[src/rtl/seq_detect_rr_scheduler.sv]
// Shared "1011" Moore detector time-multiplexed over NUM_CH serial streams.
// Round-robin grant, per-channel saved context and saturating match counts.
module seq_detect_rr_scheduler #(
  parameter int NUM_CH = 4,
  parameter int CNT_W  = 8,
  localparam int CH_W  = (NUM_CH > 1) ? $clog2(NUM_CH) : 1
) (
  input  logic              clock,
  input  logic              reset,
  input  logic [NUM_CH-1:0] ch_valid,
  input  logic [NUM_CH-1:0] ch_bit,
  output logic [NUM_CH-1:0] ch_ready,
  input  logic              clear_ch,
  input  logic [CH_W-1:0]   clear_id,
  output logic              det_valid,
  output logic [CH_W-1:0]   det_ch,
  input  logic [CH_W-1:0]   rd_id,
  output logic [CNT_W-1:0]  rd_cnt
);

  typedef enum logic [4:0] {
    ZERO         = 5'b00001,
    ONE          = 5'b00010,
    ONE_ZERO     = 5'b00100,
    ONE_ZERO_ONE = 5'b01000,
    DETECT       = 5'b10000
  } state_t;

  function automatic state_t next_state(state_t s, logic b);
    case (s)
      ZERO:         return b ? ONE : ZERO;
      ONE:          return b ? ONE : ONE_ZERO;
      ONE_ZERO:     return b ? ONE_ZERO_ONE : ZERO;
      ONE_ZERO_ONE: return b ? DETECT : ONE_ZERO;
      DETECT:       return b ? ONE : ONE_ZERO;
      default:      return ZERO;
    endcase
  endfunction

  function automatic logic [CH_W-1:0] wrap(int v);
    return CH_W'(v % NUM_CH);
  endfunction

  state_t           ctx [NUM_CH];
  logic [CNT_W-1:0] cnt [NUM_CH];
  logic [CH_W-1:0]  ptr;
  logic [CH_W-1:0]  gnt_id;
  logic [NUM_CH-1:0] elig;
  logic [NUM_CH-1:0] grant;
  logic             xfer;
  logic             clr_ok;
  state_t           nxt;

  assign clr_ok = clear_ch && (int'(clear_id) < NUM_CH);

  // Walk from farthest to nearest so the first channel after ptr wins.
  always_comb begin
    elig = ch_valid;
    if (clr_ok) elig[clear_id] = 1'b0;
    grant  = '0;
    gnt_id = '0;
    for (int k = NUM_CH; k >= 1; k--) begin
      if (elig[wrap(int'(ptr) + k)]) begin
        grant = '0;
        grant[wrap(int'(ptr) + k)] = 1'b1;
        gnt_id = wrap(int'(ptr) + k);
      end
    end
  end

  assign ch_ready = grant;
  assign xfer     = |grant;
  assign nxt      = next_state(ctx[gnt_id], ch_bit[gnt_id]);

  always_ff @(posedge clock or posedge reset) begin
    if (reset) begin
      ptr       <= CH_W'(NUM_CH - 1);
      det_valid <= 1'b0;
      det_ch    <= '0;
      for (int i = 0; i < NUM_CH; i++) begin
        ctx[i] <= ZERO;
        cnt[i] <= '0;
      end
    end else begin
      det_valid <= 1'b0;
      if (clr_ok) begin
        ctx[clear_id] <= ZERO;
        cnt[clear_id] <= '0;
      end
      if (xfer) begin
        ptr         <= gnt_id;
        ctx[gnt_id] <= nxt;
        if (nxt == DETECT) begin
          det_valid <= 1'b1;
          det_ch    <= gnt_id;
          if (cnt[gnt_id] != '1)
            cnt[gnt_id] <= cnt[gnt_id] + 1'b1;
        end
      end
    end
  end

  assign rd_cnt = (int'(rd_id) < NUM_CH) ? cnt[rd_id] : '0;

endmodule
[config.mk]
export PLATFORM = sky130hd
export DESIGN_NAME = seq_detect_rr_scheduler
export DESIGN_NICKNAME = d
export VERILOG_FILES = /design/src/rtl/seq_detect_rr_scheduler.sv
export SDC_FILE = /design/constraint.sdc
export NUM_CORES = 1
export LEC_CHECK = 0
export ABC_CLOCK_PERIOD_IN_PS = 10400
export CORE_MARGIN = 2
export CORE_UTILIZATION = 30
export DETAILED_ROUTE_END_ITERATION = 10
export PLACE_DENSITY = 0.48
export SYNTH_ARGS = -nofsm -noshare
export SYNTH_HDL_FRONTEND = slang
export SYNTH_SLANG_ARGS = --single-unit
[constraint.sdc]
create_clock -name clock -period 10.4 [get_ports clock]
set_clock_uncertainty 0.1 [all_clocks]
set_input_delay 2.08 -clock clock [delete_from_list [all_inputs] [get_ports clock]]
set_output_delay 2.08 -clock clock [all_outputs]
set_load 0.1 [all_outputs]
Yosys cells after proc, flatten, opt, wreduce, memory -nomap -nowiden:

Index checks and enable logic that the tools add are counted.

* reductions and logical operators: 10
* mux-type cells: 61
* add/subtract/negate cells: 5
* eq/ne operators: 7
* magnitude comparators: 16
* bitwise gates (word level): 10

Operators by type and width (count)
* $mux 32: 4
* $mux 8: 6
* $mux 20: 2
* $and 32x32->32: 1
* $bmux 8 s2: 2
* $bwmux 32: 1
* $demux 8 s2: 2
* $not 32->32: 1
* $mux 5: 5
* $mux 4: 6
* $bwmux 20: 1
* $demux 5 s2: 2
* $pmux 5 s4: 1
* $lt 2x3->1 const B: 6
* $and 16x16->16: 1
* $not 16->16: 1
* $mux 1: 12
* $bmux 1 s2: 5
* $bmux 5 s2: 1
* $demux 1 s2: 5
* $eq 5x5->1 const B: 2
* $ge 2x1->1 const B: 5
* $mux 2: 5
* $ge 3x3->1 const B: 3
* 18 further kinds: 29

* word-level logic and storage cells: 120
* flip-flop bits (word level): 57
* output and inout bits: 15

Longest topological paths before layout:

Gate-level depths: netlist (run 1).

* depth after elaboration: 23
* mapped depth: 16

Worst setup path before layout (run 1):

No wires, ideal clock.

* path kind: input to output
* start point: in clear_id[0]
* end point: out ch_ready[3]
* path slack: 3457 ps
* data required time: 8220 ps
* arrival time: 4763 ps
* cell stages on the path: 7
* path through: buf_6 xor2_2 o211a_1 or2_2 nor2_1 a221oi_1 a21oi_1

* longest elaborated chain between the ends: 13
* elaborated cells on any way between the ends: 20
* those cells by class: 2 x order compare; 15 x mux; 2 x bitwise; 1 x reduce/logical

RTL lines
* from (decl): RTL line 14 `input logic [CH_W-1:0] clear_id,`
* $lt 2x3->1 (implied by the code) / $ge 2x1->1 (equally long branches): RTL line 59 `if (clr_ok) elig[clear_id] = 1'b0;`
* $logic_and 1x1->1 (implied by the code): RTL line 59
* $mux 1 (implied by the code): RTL line 59
* $demux 1 s2 *: RTL line 59
* $not 4->4 (no line) *
* $and 4x4->4 (no line) *
* $mux 4 *: RTL line 59
* $bmux 1 s2: RTL line 63 `if (elig[wrap(int'(ptr) + k)]) begin`
* $mux 1 (implied by the code): RTL line 63
* $mux 4 (3 in a row): RTL line 63
* $mux 4 *: RTL line 63
* to (decl): RTL line 12 `output logic [NUM_CH-1:0] ch_ready,`

Mark *: on every way between the ends. The rest lies on a longest branch, timed or not. The select of a mux whose other input is x is not followed.

Worst setup path after layout (run 1):

Same ends and word-level chain as after synthesis.

==> results of run 1 <==
[registers in the layout, summed over array words and instances (netlist names)]
register and cells:
cnt 32, ctx 20, det_ch 2, ptr 2, det_valid 1
[Yosys cell counts, types with 5 or more instances]
master / instances
nor3_1: 16
mux2i_1: 45
a221oi_1: 5
nand2_1: 73
inv_1: 6
clkbuf_1: 14
a211oi_1: 7
dfstp_2: 6
dfrtp_1: 51
a21oi_1: 13
nand3_1: 35
mux4_2: 9
nor2_1: 14
ha_1: 5
o21ai_0: 31
a31oi_1: 8
o211ai_1: 8
[path summary, 6_finish.rpt]
path | to | from | slack (ns)
worst max-delay path | ch_ready[3] | clear_id[0] | 2.90
worst min-delay path | ctx[16] | ctx[16] | 0.40
worst max register to register | cnt[26] | ptr[0] | 4.63
worst min register to register | ctx[16] | ctx[16] | 0.40
max in group asynchronous | cnt[18] | reset | 7.52
min in group asynchronous | ctx[8] | reset | 2.19
[final cells by class]
| type | instances | area share (%) |
|---|---|---|
| timing repair buffer | 36 | 7.13 |
| tap | 176 | 4.58 |
| sequential | 57 | 29.8 |
| multi-input combinational | 353 | 51.3 |
| inverter | 7 | 0.547 |
| clock buffer | 13 | 5.83 |
| clock inverter | 2 | 0.729 |
[through the flow]
stage / utilization, % / hold slack, ns / total power [mW]
after floorplan: - / 0.362 / 1.15
after global placement: 33.9 / 0.376 / 1.41
after detailed placement: 33.9 / 0.388 / 1.42
after CTS: 36.3 / 0.400 / 1.73
after global routing: 36.3 / 0.427 / 1.85
final: 36.3 / 0.402 / 1.74
[worst max-delay path, cell delays in order]
cell and delay, ns:
clkdlybuf4s50_1 0.60, xnor2_2 0.26, a21oi_1 0.51, and3_1 0.25, o21a_1 0.19, a221oi_1 0.13
a21oi_1 0.15, clkdlybuf4s50_1 1.14
[cell families after synthesis]
logic type      after synthesis
simple gates                170
compound gates              108
mux                          60
flops                        57
buf+inv                      33
xor+xnor                     10
fa+ha+maj                     5
[layer usage]
layer	vias up	routed length [um]	global-route usage (%)
met5	-	0	0
met4	0	125	4.80
met3	12	535	2.88
met2	121	5640	26.9
met1	1798	5970	26.0
li1	1692	-	-
[power groups by stage]
stage,Sequential (mW),Clock [mW],Combinational (mW)
after floorplan,0.313,0,0.841
after global placement,0.313,0,1.09
after detailed placement,0.315,0,1.10
after CTS,0.311,0.316,1.10
after global routing,0.318,0.327,1.21
final,0.311,0.311,1.11
==> out/qor.txt, run 1 <==
outcome: complete, no violations
wire per inst: 19.1 um
Crit Path Category: primary input to primary output
worst path arrival time: 5.32 ns
Final GP Congestion: 0.871
combinational family with the most area after synthesis: simple AND/OR/NAND/NOR gates
area share of the largest cell type after synthesis: 31.3%
MaxCap Viol Count: 0
syn_area_per_cell: 9.19 um^2
Max Clk Rate: 133 MHz
Clock Sinks: 57
I/O pins: 30
die area: 14500 um^2
root buf cell: clkbuf_16
fin nets: 484
routed via count: 3623
Reg2Reg Depth: 10
Layout Area Growth over Synthesis: 18.0%
share of cells above drive strength 1: 11.8%
Syn Inst Count: 443
Post-CTS Setup Bufs: 0
Clock power frac: 17.9%
Final Cycle Share: 72.1%
clock buffer count from CTS: 9
DR iter-0 viols: 296
Post-synth EDFFs: 0
remaining global-route overflow: 0
synthesized flop and latch total: 57
final hold violation count: 0
dominant cell type by area after synthesis: dfrtp_1
crit end category: primary output
P_int: 0.806 mW
power share of the combinational group: 64.1%
multi-input logic area: 2470 um^2
drt via density: 5.63
first-pass GRT wire length: 19800 um
setup tns final: 0 ns
die width: 120 um
total core area: 13200 um^2
H-tree depth: 3
Hold Crit Depth: 2
Min Clock Period, post-route: 7.50 ns
Adder-Cell Fraction of Synth Area: 1.54%
ranking of synthesized cells by area: dfrtp_1 31%, mux2i_1 11%, nand2_1 6.7%
number of global-route vias before repair: 3419
initial core utilization: 30.7%
Synth Area in Compound Gates: 18.8%
fin area: 4810 um^2
FILL cells: 1366
RSZ-0062 raised after global routing: false
Most used DFF post-synth: dfrtp_1
worst endpoint required time: 8.22 ns
post-synthesis simple-gate area fraction: 20.0%
clk buf depth: 2
Final setup viols: 0
peak supply drop: 0.180 mV
Clk pin slew, worst setup/hold paths: 0.05 ns
sequential share of power: 17.9%
Seq/Total Area, Yosys: 35.2%
hold buffer count at CTS: 0
Reg area: 1430 um^2
post-synth cell types: 68
Placed Area: 4490 um^2
Post-Syn Area: 4070 um^2
Syn Nets: 463
mux contribution to synthesized area: 17.7%
Placed Instances: 629
post-place setup slack: 2.92 ns
Detailed Route WL: 12300 um
PortBufs: 29
Startpoint Class: primary input
Std-Cell Rows: 42
most common cell after layout, fill and taps aside: nand2_1
maximum number of pins on one net before global-route repair: 58
CTS tree: yes
GRT Total Usage: 17.7%
max-slew violation count: 0
die height: 120 um
Warnings, synthesis: 0
Net Sw Power: 0.930 mW
Post-DP HPWL: 8250 um
drt drc: 0
initial antenna violation count: 0
first drt pass iteration count: 5
power density cells: 361 nW/um^2
xor/xnor share of the synthesized area: 2.52%
most frequent cells in the layout: 73 x nand2_1, 51 x dfrtp_1, 45 x mux2i_1
worst setup margin: 2.90 ns
post-route ant nets: 0
post-CTS sizing: 0
switching share of power: 53.6%
Synth async-reset ratio: 100%
CP max FO: 8
latest clock arrival within the worst-skew pair: 0.33 ns
Tightest Hold Check Type: flip-flop to flip-flop
Leak: 1.83 nW
Antenna Cells: 0
worst slew pin tran: 1.19 ns
Max-slew headroom: 20.6%
Non-Filler Instances: 644
Note: power is estimated with default switching activity, not from simulation.
==> run 2, diff against run 1 <==
ABC_CLOCK_PERIOD_IN_PS = 6000   (was 10400)
PLACE_DENSITY = 0.5   (was 0.48)
clock period = 6 ns   (was 10.4 ns; I/O delays follow)
==> out/qor.txt, run 2 (same netlist as run 1, synthesis figures left out) <==
peak supply drop: 0.317 mV (+76%)
worst setup margin: 0.691 ns (-2.21 ns)
crit end category: flip-flop
PortBufs: 29 (unchanged)
Final Cycle Share: 88.5%
Tightest Hold Check Type: flip-flop to flip-flop
final hold violation count: 0 (unchanged)
max reg flops: 32 (unchanged)
crit-path cells: clkdlybuf4s50_1, xnor2_2, a211oi_1, o211a_2, o211ai_1, buf_4, nand2_1, mux4_2, or4_4, a31oi_4, nor4b_4, mux2i_1
root buf cell: clkbuf_16
Detailed Route WL: 12500 um (+1.8%)
Final GP Congestion: 0.850 (-2.4%)
delay-heaviest family, CP: simple AND/OR/NAND/NOR gates
share of cells above drive strength 1: 15.7% (+3.9 points)
RSZ-0062 raised after global routing: false
Max-slew headroom: 35.1% (+15 points)
MaxCap Viol Count: 0 (unchanged)
Regs by FF count: cnt: 32 flops, ctx: 20 flops
number of global-route vias before repair: 3561 (+4.2%)
setup tns final: 0 ns (unchanged)
wire per inst: 18.9 um (-0.78%)
Post-CTS Setup Bufs: 0 (unchanged)
H-tree depth: 3 (unchanged)
drt drc: 0 (unchanged)
Top reg by flops: cnt
hold buffer count at CTS: 0 (unchanged)
Leak: 1.92 nW (+5.2%)
most frequent cells in the layout: 73 x nand2_1, 51 x dfrtp_1, 45 x mux2i_1
outcome: complete, no violations
routed via count: 3651 (+0.77%)
CTS tree: yes
post-route ant nets: 0 (unchanged)
first-pass GRT wire length: 19800 um (about the same)
post-place setup slack: 0.393 ns (-2.53 ns)
fin nets: 500 (+3.3%)
Post-DP HPWL: 8710 um (+5.5%)
max-slew violation count: 0 (unchanged)
maximum number of pins on one net before global-route repair: 58 (unchanged)
peak per-stage delay on the critical path: 0.79 ns (-0.35 ns)
Final setup viols: 0 (unchanged)
Std-Cell Rows: 42 (unchanged)
initial core utilization: 30.7% (unchanged)
post-CTS sizing: 0 (unchanged)
latest clock arrival within the worst-skew pair: 0.33 ns (about the same)
power density cells: 638 nW/um^2 (+77%)
buffer and inverter count on the worst path: 2 (unchanged)
Clock Sinks: 57 (unchanged)
Antenna Cells: 0 (unchanged)
Worst path slowest cell: nor4b_4
Crit Path Category: primary input to flip-flop
Startpoint Class: primary input
die height: 120 um (unchanged)
initial antenna violation count: 0 (unchanged)
total core area: 13200 um^2 (unchanged)
clk buf depth: 2 (unchanged)
clock buffer count from CTS: 9 (unchanged)
remaining global-route overflow: 0 (unchanged)
die width: 120 um (unchanged)
I/O pins: 30 (unchanged)
worst endpoint required time: 6.15 ns (-2.07 ns)
Max Clk Rate: 188 MHz
Tot Pwr: 3.16 mW (+82%)
Min Clock Period, post-route: 5.31 ns
die area: 14500 um^2 (unchanged)
CP max FO: 8 (unchanged)
most common cell after layout, fill and taps aside: nand2_1
worst path arrival time: 5.46 ns (+0.14 ns)
Clk pin slew, worst setup/hold paths: 0.05 ns (about the same)
drt via density: 5.52 (-1.8%)
worst slew pin tran: 0.970 ns (-0.218 ns)
FILL cells: 1333 (-2.4%)
first drt pass iteration count: 5 (unchanged)
DR iter-0 viols: 376 (+27%)
GRT Total Usage: 17.7% (about the same)
Layout Area Growth over Synthesis: 21.5%
-- run 2: cell types whose count changed in the layout (fill, tap and decap cells not counted), sizes merged --
cell / delta
clkdlybuf4s50: -4
clkinv: +2
bufinv: +2
buf: +20
clkbuf: -3
-- run 2: cell type report --
cell class	count	area [um^2]	share of cell area, %
Clock buffer	10	239	4.83
Clock inverter	6	105	2.13
Inverter	7	26.3	0.531
Multi-Input combinational cell	353	2470	49.9
Sequential cell	57	1430	29.0
Tap cell	176	220	4.45
Timing Repair Buffer	52	453	9.16
-- run 2: routing by layer --
| layer | GRT usage [%] | vias up | routed length (um) |
|---|---|---|---|
| li1 | - | 1718 | - |
| met1 | 25.1 | 1792 | 5970 |
| met2 | 26.7 | 124 | 5610 |
| met3 | 3.16 | 17 | 658 |
| met4 | 6.83 | 0 | 257 |
| met5 | 0 | - | 0 |
-- run 2: worst min-delay path: cells and delay by family (launching register included) --
family | cells | cell delay [ns]
compound gates | 1 | 0.06
flops | 1 | 0.34
simple gates | 1 | 0.06
-- run 2: path summary, 6_finish.rpt --
kind	start	endpoint	slack [ns]	cells past startpoint
worst min-delay path	ctx[2]	ctx[2]	0.40	2
worst max-delay path	clear_id[0]	cnt[19]	0.69	12
min in group asynchronous	reset	ctx[16]	1.28	3
worst min register to register	ctx[2]	ctx[2]	0.40	2
max in group asynchronous	reset	det_ch[1]	3.97	3
worst max register to register	ptr[0]	cnt[19]	1.17	10
-- run 2: report_power, final --
part / total, mW / switching, mW / internal, mW / leakage, nW
clock: 0.594 / 0.180 / 0.414 / 0.172
combinational: 2.02 / 1.39 / 0.629 / 0.980
sequential: 0.542 / 0.0751 / 0.467 / 0.772
-- run 2: metrics by stage --
stage	utilization, %	hold slack [ns]	std cells	area, um^2
after floorplan	-	0.362	443	4070
after global placement	34.7	0.390	645	4600
after detailed placement	34.7	0.394	645	4600
after CTS	37.3	0.405	661	4940
after global routing	37.3	0.450	661	4940
final	37.3	0.398	661	4940
==> run 3, diff against run 2 <==
CELL_PAD_IN_SITES_DETAIL_PLACEMENT = 1   (was default)
CELL_PAD_IN_SITES_GLOBAL_PLACEMENT = 1   (was default)
PLACE_DENSITY = 0.61   (was 0.5)
==> out/qor.txt, run 3 (same netlist as run 1, synthesis figures left out) <==
Clock power frac: 16.6% (-2.2 points)
Non-Filler Instances: 660 (-0.15%)
Post-CTS Setup Bufs: 0 (unchanged)
Detailed Route WL: 13800 um (+10%)
initial antenna violation count: 0 (unchanged)
fin nets: 499 (-0.20%)
peak supply drop: 0.285 mV (-9.9%)
die width: 120 um (unchanged)
post-layout util: 37.0% (-0.39 points)
reg2reg start: ptr[0]
Final setup viols: 0 (unchanged)
remaining global-route overflow: 0 (unchanged)
final hold violation count: 0 (unchanged)
Reg-to-Reg End: cnt[9]
MaxCap Viol Count: 0 (unchanged)
worst endpoint required time: 6.15 ns (about the same)
power density cells: 639 nW/um^2 (+0.21%)
most used cell, CP: mux2i_1
drt via density: 5.62 (+1.7%)
GR Util met1: 27.7% (+2.6 points)
CP max FO: 8 (unchanged)
setup tns final: 0 ns (unchanged)
Worst path slowest cell: nor2b_1
PortBufs: 29 (unchanged)
met2 Resource Use GR: 31.8% (+5.0 points)
Antenna Cells: 0 (unchanged)
first drt pass iteration count: 4 (-1)
post-route ant nets: 0 (unchanged)
root buf cell: clkbuf_16
Clk pin slew, worst setup/hold paths: 0.05 ns (about the same)
first-pass GRT wire length: 22300 um (+13%)
most frequent cells in the layout: 73 x nand2_1, 51 x dfrtp_1, 45 x mux2i_1
Regs by FF count: cnt: 32 flops, ctx: 20 flops
Startpoint Class: primary input
P_int: 1.45 mW (-4.2%)
switching share of power: 53.8% (+1.6 points)
Hold Startpoint: det_ch[1]
Final GP Congestion: 0.879 (+3.4%)
worst hold endpoint: det_ch[1]
Placed Instances: 644 (-0.16%)
r2r setup slk: 0.96 ns (-0.21 ns)
Min Clock Period, post-route: 5.47 ns (+0.164 ns)
max-slew violation count: 0 (unchanged)
delay-heaviest family, CP: simple AND/OR/NAND/NOR gates
worst slew pin tran: 1.12 ns (+0.154 ns)
Std-Cell Rows: 42 (unchanged)
crit end category: flip-flop
total core area: 13200 um^2 (unchanged)
die area: 14500 um^2 (unchanged)
Max-slew headroom: 24.9% (-10 points)
DR iter-0 viols: 215 (-43%)
CTS tree: yes
I/O pins: 30 (unchanged)
Post-DP HPWL: 9710 um (+12%)
routed via count: 3707 (+1.5%)
FILL cells: 1545 (+16%)
share of cells above drive strength 1: 15.1% (-0.59 points)
worst path arrival time: 5.62 ns (+0.16 ns)
initial core utilization: 30.7% (unchanged)
Final Cycle Share: 91.2% (+2.7 points)
buffer and inverter count on the worst path: 1 (-1)
Top reg by flops: cnt
critical path startpoint: clear_id[0]
clk buf depth: 2 (unchanged)
clock buffer count from CTS: 9 (unchanged)
number of global-route vias before repair: 3961 (+11%)
post-CTS sizing: 0 (unchanged)
peak per-stage delay on the critical path: 0.91 ns (+0.12 ns)
latest clock arrival within the worst-skew pair: 0.33 ns (about the same)
sequential share of power: 17.4% (+0.2 points)
H-tree depth: 3 (unchanged)
Leak: 1.90 nW (-1.4%)
Net Sw Power: 1.68 mW (+2.3%)
GRT Total Usage: 19.8% (+2.1 points)
maximum number of pins on one net before global-route repair: 58 (unchanged)
RSZ-0062 raised after global routing: false
Crit Path Category: primary input to flip-flop
most common cell after layout, fill and taps aside: nand2_1
max reg flops: 32 (unchanged)
Tightest Hold Check Type: flip-flop to flip-flop
outcome: complete, no violations
hold buffer count at CTS: 0 (unchanged)
drt drc: 0 (unchanged)
crit-path cells: clkdlybuf4s50_1, xor2_2, a211oi_1, a221o_1, nor2_1, mux2i_1, a2bb2oi_1, or4_4, a31oi_4, nor2b_1, mux2i_1
Reg2Reg Depth: 10 (unchanged)
power share of the combinational group: 66.0% (+2.0 points)
Max Clk Rate: 183 MHz (-3.0%)
Hold Crit Depth: 1 (-1)
Clock Sinks: 57 (unchanged)
met3 Use GR: 2.12% (-1.0 points)
wire per inst: 20.9 um (+10%)
Layout Area Growth over Synthesis: 20.2%
gr busiest metal: met2
die height: 120 um (unchanged)
## run 3: cell count changes in the layout (fill, tap and decap cells not counted), sizes merged
cell | before | now
clkbuf | 10 | 13
buf | 27 | 26
clkinv | 4 | 3
bufinv | 3 | 1
## run 3: stage by stage
| stage | hold WS, ns | instance area [um^2] | total power [mW] | setup WS (ns) |
|---|---|---|---|---|
| 5_1_grt | 0.439 | 4890 | 3.33 | 0.292 |
| 3_5_place_dp | 0.400 | 4590 | 2.59 | 0.206 |
| 6_report | 0.405 | 4890 | 3.13 | 0.527 |
| 3_3_place_gp | 0.395 | 4590 | 2.56 | 0.385 |
| 4_1_cts | 0.407 | 4890 | 3.13 | 0.570 |
| 2_1_floorplan | 0.362 | 4070 | 2.00 | 0.817 |
## run 3: area by class of cell
class	instances	area [um^2]	share of cell area, %
multi-input combinational	353	2470	50.4
sequential	57	1430	29.3
timing repair buffer	51	445	9.10
clock buffer	13	260	5.32
tap	176	220	4.50
clock inverter	3	40.0	0.818
inverter	7	26.3	0.537
## run 3: how the worst max path moves through the flow
stage                             end  slack (ns)  cells past startpoint
final                          cnt[9]        0.53                     11
after global routing          ctx[15]        0.29                     12
after CTS                     cnt[29]        0.57                     11
after detailed placement       cnt[9]        0.21                     11
after global placement        cnt[28]        0.39                     11
after floorplan           ch_ready[3]        0.82                      7
## run 3: power by group through the flow
stage	combinational [mW]	sequential, mW	clock (mW)
global route	2.24	0.555	0.543
detailed placement	2.04	0.549	0
finish	2.07	0.543	0.520
floorplan	1.46	0.542	0
CTS	2.06	0.543	0.528
global placement	2.01	0.549	0
## run 3: routing by layer
metal	share of wire [%]	vias to the layer above
met1	49	1879
met4	1.9	0
li1	-	1720
met2	46	88
met3	3.1	20
met5	0	-
